$ cat src/rtl/ln_pkg.sv
// ln_pkg
// Shared definitions for the ln streaming responder: fixed-point constants,
// IEEE-754 single-precision field layout, the Q16.16 result type and the
// ln(1+f) table geometry.
// Ports: none (package).
package ln_pkg;

   // ln(1+f) segmentation: 2^SEGS_LOG2 equal segments over f in [0,1)
   localparam int SEGS_LOG2 = 5;

   // ln(2) in Q16.16, and the result code reported for invalid operands
   localparam logic [31:0] LN2_Q16  = 32'h0000B172;
   localparam logic [31:0] ERR_CODE = 32'h80000000;

   // IEEE-754 single-precision field layout
   localparam int FP_SIGN_BIT = 31;
   localparam int FP_EXP_LSB  = 23;
   localparam int FP_EXP_W    = 8;
   localparam int FP_MAN_W    = 23;
   localparam int FP_EXP_BIAS = 127;

   // Mantissa bits left over after the segment index
   localparam int RES_W = FP_MAN_W - SEGS_LOG2;

   typedef logic signed [31:0] q16_16_t;
   typedef logic [15:0]        seg_coef_t;

endpackage

$ cat src/rtl/ln1p_seg_rom.sv
// ln1p_seg_rom
// Combinational 32-entry table for piecewise-linear ln(1+f).
// For segment idx (f in [idx/32, (idx+1)/32)):
//   c = round(ln(1 + idx/32) * 65536)                       intercept
//   m = round((ln(1+(idx+1)/32) - ln(1+idx/32)) * 65536)    rise across segment
// Ports:
//   idx  in   SEGS_LOG2  segment index (top mantissa bits)
//   c    out  16         unsigned intercept, Q0.16
//   m    out  16         unsigned segment rise, Q0.16
module ln1p_seg_rom
   import ln_pkg::*;
(
   input  logic [SEGS_LOG2-1:0] idx,
   output seg_coef_t            c,
   output seg_coef_t            m
);

   always_comb begin
      c = '0;
      m = '0;
      case (idx)
         5'd0:  begin c = 16'd0;     m = 16'd2017; end
         5'd1:  begin c = 16'd2017;  m = 16'd1956; end
         5'd2:  begin c = 16'd3973;  m = 16'd1900; end
         5'd3:  begin c = 16'd5873;  m = 16'd1846; end
         5'd4:  begin c = 16'd7719;  m = 16'd1796; end
         5'd5:  begin c = 16'd9515;  m = 16'd1748; end
         5'd6:  begin c = 16'd11262; m = 16'd1702; end
         5'd7:  begin c = 16'd12965; m = 16'd1659; end
         5'd8:  begin c = 16'd14624; m = 16'd1618; end
         5'd9:  begin c = 16'd16242; m = 16'd1579; end
         5'd10: begin c = 16'd17821; m = 16'd1542; end
         5'd11: begin c = 16'd19364; m = 16'd1507; end
         5'd12: begin c = 16'd20870; m = 16'd1473; end
         5'd13: begin c = 16'd22343; m = 16'd1440; end
         5'd14: begin c = 16'd23783; m = 16'd1409; end
         5'd15: begin c = 16'd25193; m = 16'd1380; end
         5'd16: begin c = 16'd26573; m = 16'd1351; end
         5'd17: begin c = 16'd27924; m = 16'd1324; end
         5'd18: begin c = 16'd29248; m = 16'd1298; end
         5'd19: begin c = 16'd30546; m = 16'd1273; end
         5'd20: begin c = 16'd31818; m = 16'd1248; end
         5'd21: begin c = 16'd33067; m = 16'd1225; end
         5'd22: begin c = 16'd34292; m = 16'd1203; end
         5'd23: begin c = 16'd35494; m = 16'd1181; end
         5'd24: begin c = 16'd36675; m = 16'd1160; end
         5'd25: begin c = 16'd37835; m = 16'd1140; end
         5'd26: begin c = 16'd38975; m = 16'd1120; end
         5'd27: begin c = 16'd40095; m = 16'd1101; end
         5'd28: begin c = 16'd41196; m = 16'd1083; end
         5'd29: begin c = 16'd42280; m = 16'd1066; end
         5'd30: begin c = 16'd43345; m = 16'd1049; end
         5'd31: begin c = 16'd44394; m = 16'd1032; end
         default: begin c = '0; m = '0; end
      endcase
   end

endmodule

$ cat src/rtl/ln_stream_responder.sv
// ln_stream_responder
// Streaming natural log: one IEEE-754 single x accepted per clock while
// start_export is high, signed Q16.16 ln(x) returned in order LATENCY edges
// after capture. ln(x) = (e-127)*ln2 + ln(1+f), with ln(1+f) interpolated
// linearly inside 32 table segments.
// Pipeline: capture register, then classify, lookup, interpolate, sum.
// Ports:
//   clk_clk        in   1   clock, all state on the rising edge
//   reset_reset    in   1   synchronous active-high reset
//   start_export   in   1   x_export valid and consumed this cycle
//   x_export       in   32  IEEE-754 single-precision operand
//   ln_export      out  32  signed Q16.16 result (valid when done)
//   status_export  out  2   [1] done, [0] error (operand invalid)
module ln_stream_responder
   import ln_pkg::*;
#(
   parameter int LATENCY   = 4,
   parameter int SEGS_LOG2 = 5
)(
   input  logic        clk_clk,
   input  logic        reset_reset,
   input  logic        start_export,
   input  logic [31:0] x_export,
   output logic [31:0] ln_export,
   output logic [1:0]  status_export
);

   // The stage structure below is fixed; reject any other configuration
   generate
      if (LATENCY != 4 || SEGS_LOG2 != ln_pkg::SEGS_LOG2) begin : g_bad_cfg
         $error("ln_stream_responder: only LATENCY=4 and SEGS_LOG2=5 are supported");
      end
   endgenerate

   // vld[0] = capture register, vld[4] = stage 4 (done)
   logic [4:0]          vld;

   logic [31:0]         cap_x;

   logic                err1;
   logic signed [8:0]   eu1;
   logic [FP_MAN_W-1:0] f1;

   logic                err2;
   q16_16_t             eln2_2;
   seg_coef_t           c2;
   seg_coef_t           m2;
   logic [RES_W-1:0]    r2;

   logic                err3;
   q16_16_t             eln2_3;
   logic [16:0]         lf3;

   q16_16_t             ln_q;
   logic                err_q;

   logic [FP_EXP_W-1:0] cap_exp;
   logic                err_c;
   logic signed [8:0]   eu_c;
   q16_16_t             eln2_c;
   seg_coef_t           rom_c;
   seg_coef_t           rom_m;
   logic [33:0]         prod_c;
   logic [16:0]         lf_c;

   ln1p_seg_rom u_rom (
      .idx (f1[FP_MAN_W-1 -: ln_pkg::SEGS_LOG2]),
      .c   (rom_c),
      .m   (rom_m)
   );

   // Stage-local arithmetic. Zero/denormal, inf/NaN and negative operands
   // are flagged; their data still flows but is overridden at stage 4.
   // eu*ln2 stays below 2^23 in magnitude so 32-bit signed math is safe.
   always_comb begin
      cap_exp = cap_x[FP_EXP_LSB +: FP_EXP_W];
      err_c   = cap_x[FP_SIGN_BIT] | (cap_exp == '0) | (cap_exp == '1);
      eu_c    = $signed({1'b0, cap_exp}) - 9'sd127;
      eln2_c  = $signed({{23{eu1[8]}}, eu1}) * $signed(LN2_Q16);
      prod_c  = {18'b0, m2} * {16'b0, r2};
      lf_c    = {1'b0, c2} + {1'b0, prod_c[33:RES_W]};
   end

   // Valid shift register and output register. Outputs only change when a
   // valid item arrives, so they hold through bubbles; reset wipes every
   // in-flight item and wins over a simultaneous start.
   always_ff @(posedge clk_clk) begin
      if (reset_reset) begin
         vld   <= '0;
         ln_q  <= '0;
         err_q <= 1'b0;
      end else begin
         vld <= {vld[3:0], start_export};
         if (vld[3]) begin
            ln_q  <= err3 ? q16_16_t'(ERR_CODE) : (eln2_3 + $signed({15'b0, lf3}));
            err_q <= err3;
         end
      end
   end

   // Data pipeline. These registers are qualified by vld and need no reset.
   always_ff @(posedge clk_clk) begin
      cap_x  <= x_export;

      err1   <= err_c;
      eu1    <= eu_c;
      f1     <= cap_x[FP_MAN_W-1:0];

      err2   <= err1;
      eln2_2 <= eln2_c;
      c2     <= rom_c;
      m2     <= rom_m;
      r2     <= f1[RES_W-1:0];

      err3   <= err2;
      eln2_3 <= eln2_2;
      lf3    <= lf_c;
   end

   assign ln_export     = ln_q;
   assign status_export = {vld[4], err_q};

endmodule

$ cat config.mk
export PLATFORM = sky130hd
export DESIGN_NAME = ln_stream_responder
export DESIGN_NICKNAME = d
export VERILOG_FILES = /design/src/rtl/ln_pkg.sv /design/src/rtl/ln1p_seg_rom.sv /design/src/rtl/ln_stream_responder.sv
export SDC_FILE = /design/constraint.sdc
export NUM_CORES = 1
export LEC_CHECK = 0
export CORE_MARGIN = 3
export CORE_UTILIZATION = 48
export DETAILED_ROUTE_END_ITERATION = 10
export DONT_BUFFER_PORTS = 1
export SYNTH_ARGS = -nofsm -noshare
export SYNTH_HDL_FRONTEND = slang
export SYNTH_HIERARCHICAL = 1
export SYNTH_SLANG_ARGS = --single-unit
$ cat constraint.sdc
create_clock -name clk_clk -period 8.61 [get_ports clk_clk]
set_input_delay 1.2915 -clock clk_clk [delete_from_list [all_inputs] [get_ports clk_clk]]
set_output_delay 1.2915 -clock clk_clk [all_outputs]
set_load 0.01 [all_outputs]
Word-level counts from Yosys, hierarchy flattened
Memories as Yosys holds them, arrays and structs flattened. A register that Yosys moved wholly into a read port is not among the register bits.
Cells that the tools add are included.
W data, S select, Z words.
{ "word_totals": {"inputBits": 35, "mem_count": 1, "ff_bits": 218, "word_cells": 25, "mem_bits_ro": 832} }
{ "memory_table": {"columns": ["memory", "words", "word_bits", "rd", "rd_ports_with_merged_regs", "wr", "line", "text"], "rows": [
  ["(no name shown)", 32, 26, 1, 1, 0, "ln1p_seg_rom.sv:21", "case (idx)"]
]} }
{ "classes": {"n_eq_ne": 1, "n_reduce_logical": 1, "bitwise_logic": 2, "n_addsub": 3, "n_mul": 2, "muxes": 1} }
{ "ops": {"columns": ["operator", "n"], "rows": [
  ["$mul A16 B18 Y34", 1],
  ["$add A32 B18 Y32", 1],
  ["$mux W32", 1],
  ["$mul A9 B16 Y25 const B", 1],
  ["$add A16 B16 Y17", 1],
  ["$sub A8 B7 Y9 const B", 1],
  ["$eq A8 B8 Y1 const B", 1],
  ["$logic_not A8 Y1", 1],
  ["$or A1 B1 Y1", 2]
]} }

Logic depth before layout (Yosys ltp)
{ "logic_depth": {"ltp_word": 3, "depth_mapped": 32, "depth_no_buf": 31} }

Hierarchy
Netlist, hierarchy kept.
{ "by_module_without_submodules": {"columns": ["module", "cells_per_inst", "area_per_inst_um2", "n_inst"], "rows": [
  ["ln_stream_responder", 1867, 18114.9, 1],
  ["ln1p_seg_rom", 195, 1486.4, 1]
]} }

Least setup slack after synthesis
Ideal clock, no wire load.
{ "synth_path": {"path_type": "flip-flop to flip-flop", "start": "register m2[7]", "end": "register lf3[15]", "arrival_time_ps": 7147, "required_ps": 8487, "path_stages_with_launch": 32, "setup_slack_ps": 1340, "n_path_buf": 2, "path_cell_list": "dfxtp_1 -> clkbuf_1 -> clkbuf_1 -> nand2_1 -> fa_1 -> inv_1 -> fa_1 -> inv_1 -> fa_1 -> inv_1 -> fa_1 -> fa_1 -> inv_1 -> fa_1 -> inv_1 -> ha_1 -> a21oi_1 -> o21ai_0 -> a221oi_2 -> o22ai_1 -> o21ba_2 -> nor2b_1 -> o21ai_1 -> xor2_1 -> ha_1 -> or2_2 -> a21oi_1 -> a31oi_1 -> a41oi_1 -> nor3b_1 -> a21oi_1 -> nand3_1"} }
{ "synth_between": {"elab_chain_cells": 2} }
{ "synth_lines": {"columns": ["element", "line", "text"], "rows": [
  ["start, declared", "ln_stream_responder.sv:47", "seg_coef_t m2;"],
  ["$mul A16 B18 Y34", "ln_stream_responder.sv:80", "prod_c = {18'b0, m2} * {16'b0, r2};"],
  ["$add A16 B16 Y17", "ln_stream_responder.sv:81", "lf_c = {1'b0, c2} + {1'b0, prod_c[33:RES_W]};"],
  ["via lf_c[15]", "ln_stream_responder.sv:64", "logic [16:0] lf_c;"],
  ["end signal, assigned", "ln_stream_responder.sv:117", "lf3 <= lf_c;"],
  ["end, declared", "ln_stream_responder.sv:52", "logic [16:0] lf3;"]
]} }
The timed path passes the listed nets, and every way through them passes these cells.
A chain may end at the register's enable or synchronous reset.

Worst setup path in the final report
Same ends and word-level chain as after synthesis.

==> flow_metrics.tcl <==
set metrics [dict create \
    r2r_start "m2[7]" \
    critPathCaptureType "flip-flop" \
    cts.sinks 222 \
    yosysSeqAreaShare 0.227 \
    io_pins 69 \
    grt_pass1_vias 13500 \
    multi_input_area_sq_um 13400 \
    hold_viol 0 \
    gp_congestion 0.883 \
    grt_max_degree 68 \
    syn_area_sq_um 19600 \
    wirelength_mm 42.1 \
    grt_pass1_wl_mm 69.8 \
    finalSetupTns_ps 0 \
    firstDrtPassIters 5 \
    synth_edf_count 0 \
    worst_slew_pin_slew_ps 973 \
    die_area_sq_um 43300 \
    min_period_ps 8170 \
    h-tree-depth 1 \
    post-synth-top-count-cell "inv_1" \
    antenna_found_initial 0 \
    slowest_delay_ps 960 \
    fill_cells 3680 \
    ant_nets 0 \
    critPathLaunch "m2[7]" \
    ys_ff_latch 222 \
    timing.fmax_mhz 122 \
    drv_cap 0 \
    area_delta_synth_final_pct 6.32 \
    grt_use_total 0.196 \
    fin_hold_ws_ps 317 \
    rows 73 \
    io_buffers 0 \
    relSlewSlack 0.350 \
    nNetsFinal 2543 \
    skew_ps 12.7 \
    synth_warnings 6 \
    crit_arrival_ps 8590 \
    endpoint "lf3[15]" \
    critPathSlowestCell "dfxtp_1" \
    synth_top_cell_by_area "fa_1" \
    ys_types 85 \
    fin_crit_sh 0.948 \
    seqCellArea_sq_um 4450 \
    cts-hold-fix-buffers 0 \
    clk_pin_slew_ps 70 \
    avgRoutedWirePerCell_um 16.4 \
    fp.dieW_um 208 \
    reg2reg_slack_ps 440 \
    yosysTopAreaCellShare 0.260 \
    grt_overflow 0 \
    cp_common_cell "fa_1" \
    rsz0062_at_grt "no" \
    hold_path_class "flip-flop to flip-flop" \
    drt_iter0_drc 634 \
    cp_max_fo 18 \
    synthTopCellsByCount "357 x inv_1, 255 x fa_1, 234 x nand2_1, 230 x ha_1, 222 x dfxtp_1" \
    report.final.slew_viol_count 0 \
    synth_area_per_cell_sq_um 9.51 \
    synthFlopType "dfxtp_1" \
    clock_latency_ps 550 \
    vias 13300 \
    syn_inst 2062 \
    cts_tree "built" \
    cts_root_buf "clkbuf_16" \
    yosys-top-cells-area "fa_1 26%, dfxtp_1 23%, ha_1 15%, inv_1 6.8%, nand2_1 4.5%" \
    path_class "flip-flop to flip-flop" \
    post-dp-hpwl_mm 33.5 \
    die-height_um 208 \
    layout-drive-gt1-share 0.0431 \
    cts_setup_buffers 0 \
    ff2ff_path_depth 29 \
    cp-start-kind "flip-flop" \
    cts_resized 0 \
    r2r_end "lf3[15]" \
    crit_required_ps 9040 \
    core_sq_um 40000 \
    cts_made_buffers 25 \
    ctsLongestPathBuffers 3 \
    start_util 0.490 \
    setup_viol 0 \
    diodes 0 \
    async_reset_ff_frac 0 \
    status "completed" \
    drc 0 \
    viasPerCell 5.18 \
]
[metal layers]
layer	vias up	track usage	share of wire
met4	0	0.0535	0.028
li1	6418	-	-
met1	6549	0.277	0.47
met5	-	0	0
met3	69	0.0317	0.042
met2	252	0.313	0.46
[flip-flops by register name, indices dropped and copies added (netlist names)]
register   cells
cap_x         32
ln_export     32
eln2_2        25
eln2_3        25
f1            23
r2            18
lf3           17
c2            16
m2            16
eu1            9
vld            5
err1           1
err2           1
err3           1
err_q          1
[critical path, delay by kind of cell, from the launching register on]
| kind | cells | cell delay, ps |
|---|---|---|
| AOI/OAI and AO/OA | 10 | 1970 |
| buffers and inverters | 5 | 260 |
| adders and majority gates | 8 | 3770 |
| DFF | 1 | 960 |
| and+or+nand+nor | 5 | 900 |
| xor gates and xnor gates | 1 | 160 |
[cells in the final DEF (no fill, tap or decap), types with 9 or more instances in the layout]
master	synthesis	final
ha_1	230	230
nor2b_1	29	29
and2_1	132	132
xnor2_1	49	49
inv_1	357	357
nor2_1	63	63
o21ai_0	36	36
o21ai_1	23	23
nand3_1	28	28
buf_4	12	9
nor3_1	15	15
xor2_1	19	19
dfxtp_1	222	221
nand2b_1	17	17
and3_1	10	10
nand2_1	234	234
o211ai_1	9	9
clkbuf_16	0	25
a21o_1	23	23
fa_1	255	255
a21oi_1	82	82
[cell families after synthesis]
group | count (synthesis) | share of synthesized area
buffers and inverters | 439 | 0.0899
DFF | 222 | 0.227
adders and majority gates | 485 | 0.407
muxes | 18 | 0.0148
AOI/OAI and AO/OA | 257 | 0.0869
xor gates and xnor gates | 68 | 0.0304
and+or+nand+nor | 571 | 0.144
other | 2 | 0.000383
[how the worst min path moves through the flow]
| stage | endpoint | cells past startpoint | from |
|---|---|---|---|
| final | f1[9] | 0 | cap_x[9] |
| after global placement | f1[9] | 0 | cap_x[9] |
| after floorplan | eln2_3[10] | 0 | eln2_2[10] |
| after detailed placement | f1[19] | 0 | cap_x[19] |
| after CTS | f1[9] | 0 | cap_x[9] |
| after global routing | r2[13] | 0 | f1[13] |
[layout make-up]
type,instances,share of cell area
Clock buffer,29,0.0307
Sequential cell,222,0.213
Inverter,360,0.0648
Clock inverter,16,0.0129
Tap cell,525,0.0315
Multi-Input combinational cell,1405,0.643
Timing Repair Buffer,9,0.00324
[stage by stage]
| step | util | instances | worst slack [ps] | instance area, sq um |
|---|---|---|---|---|
| 6_report | 0.521 | 2566 | 445 | 20800 |
| 3_5_place_dp | 0.498 | 2521 | 479 | 19900 |
| 2_1_floorplan | - | 2066 | 1340 | 19600 |
| 4_1_cts | 0.521 | 2566 | 463 | 20800 |
| 3_3_place_gp | 0.498 | 2521 | 582 | 19900 |
| 5_1_grt | 0.521 | 2566 | 65.3 | 20800 |
Power is left out: the tool's default activity adds up to more than one toggle a clock period on the data nets, which glitch-free logic cannot reach.
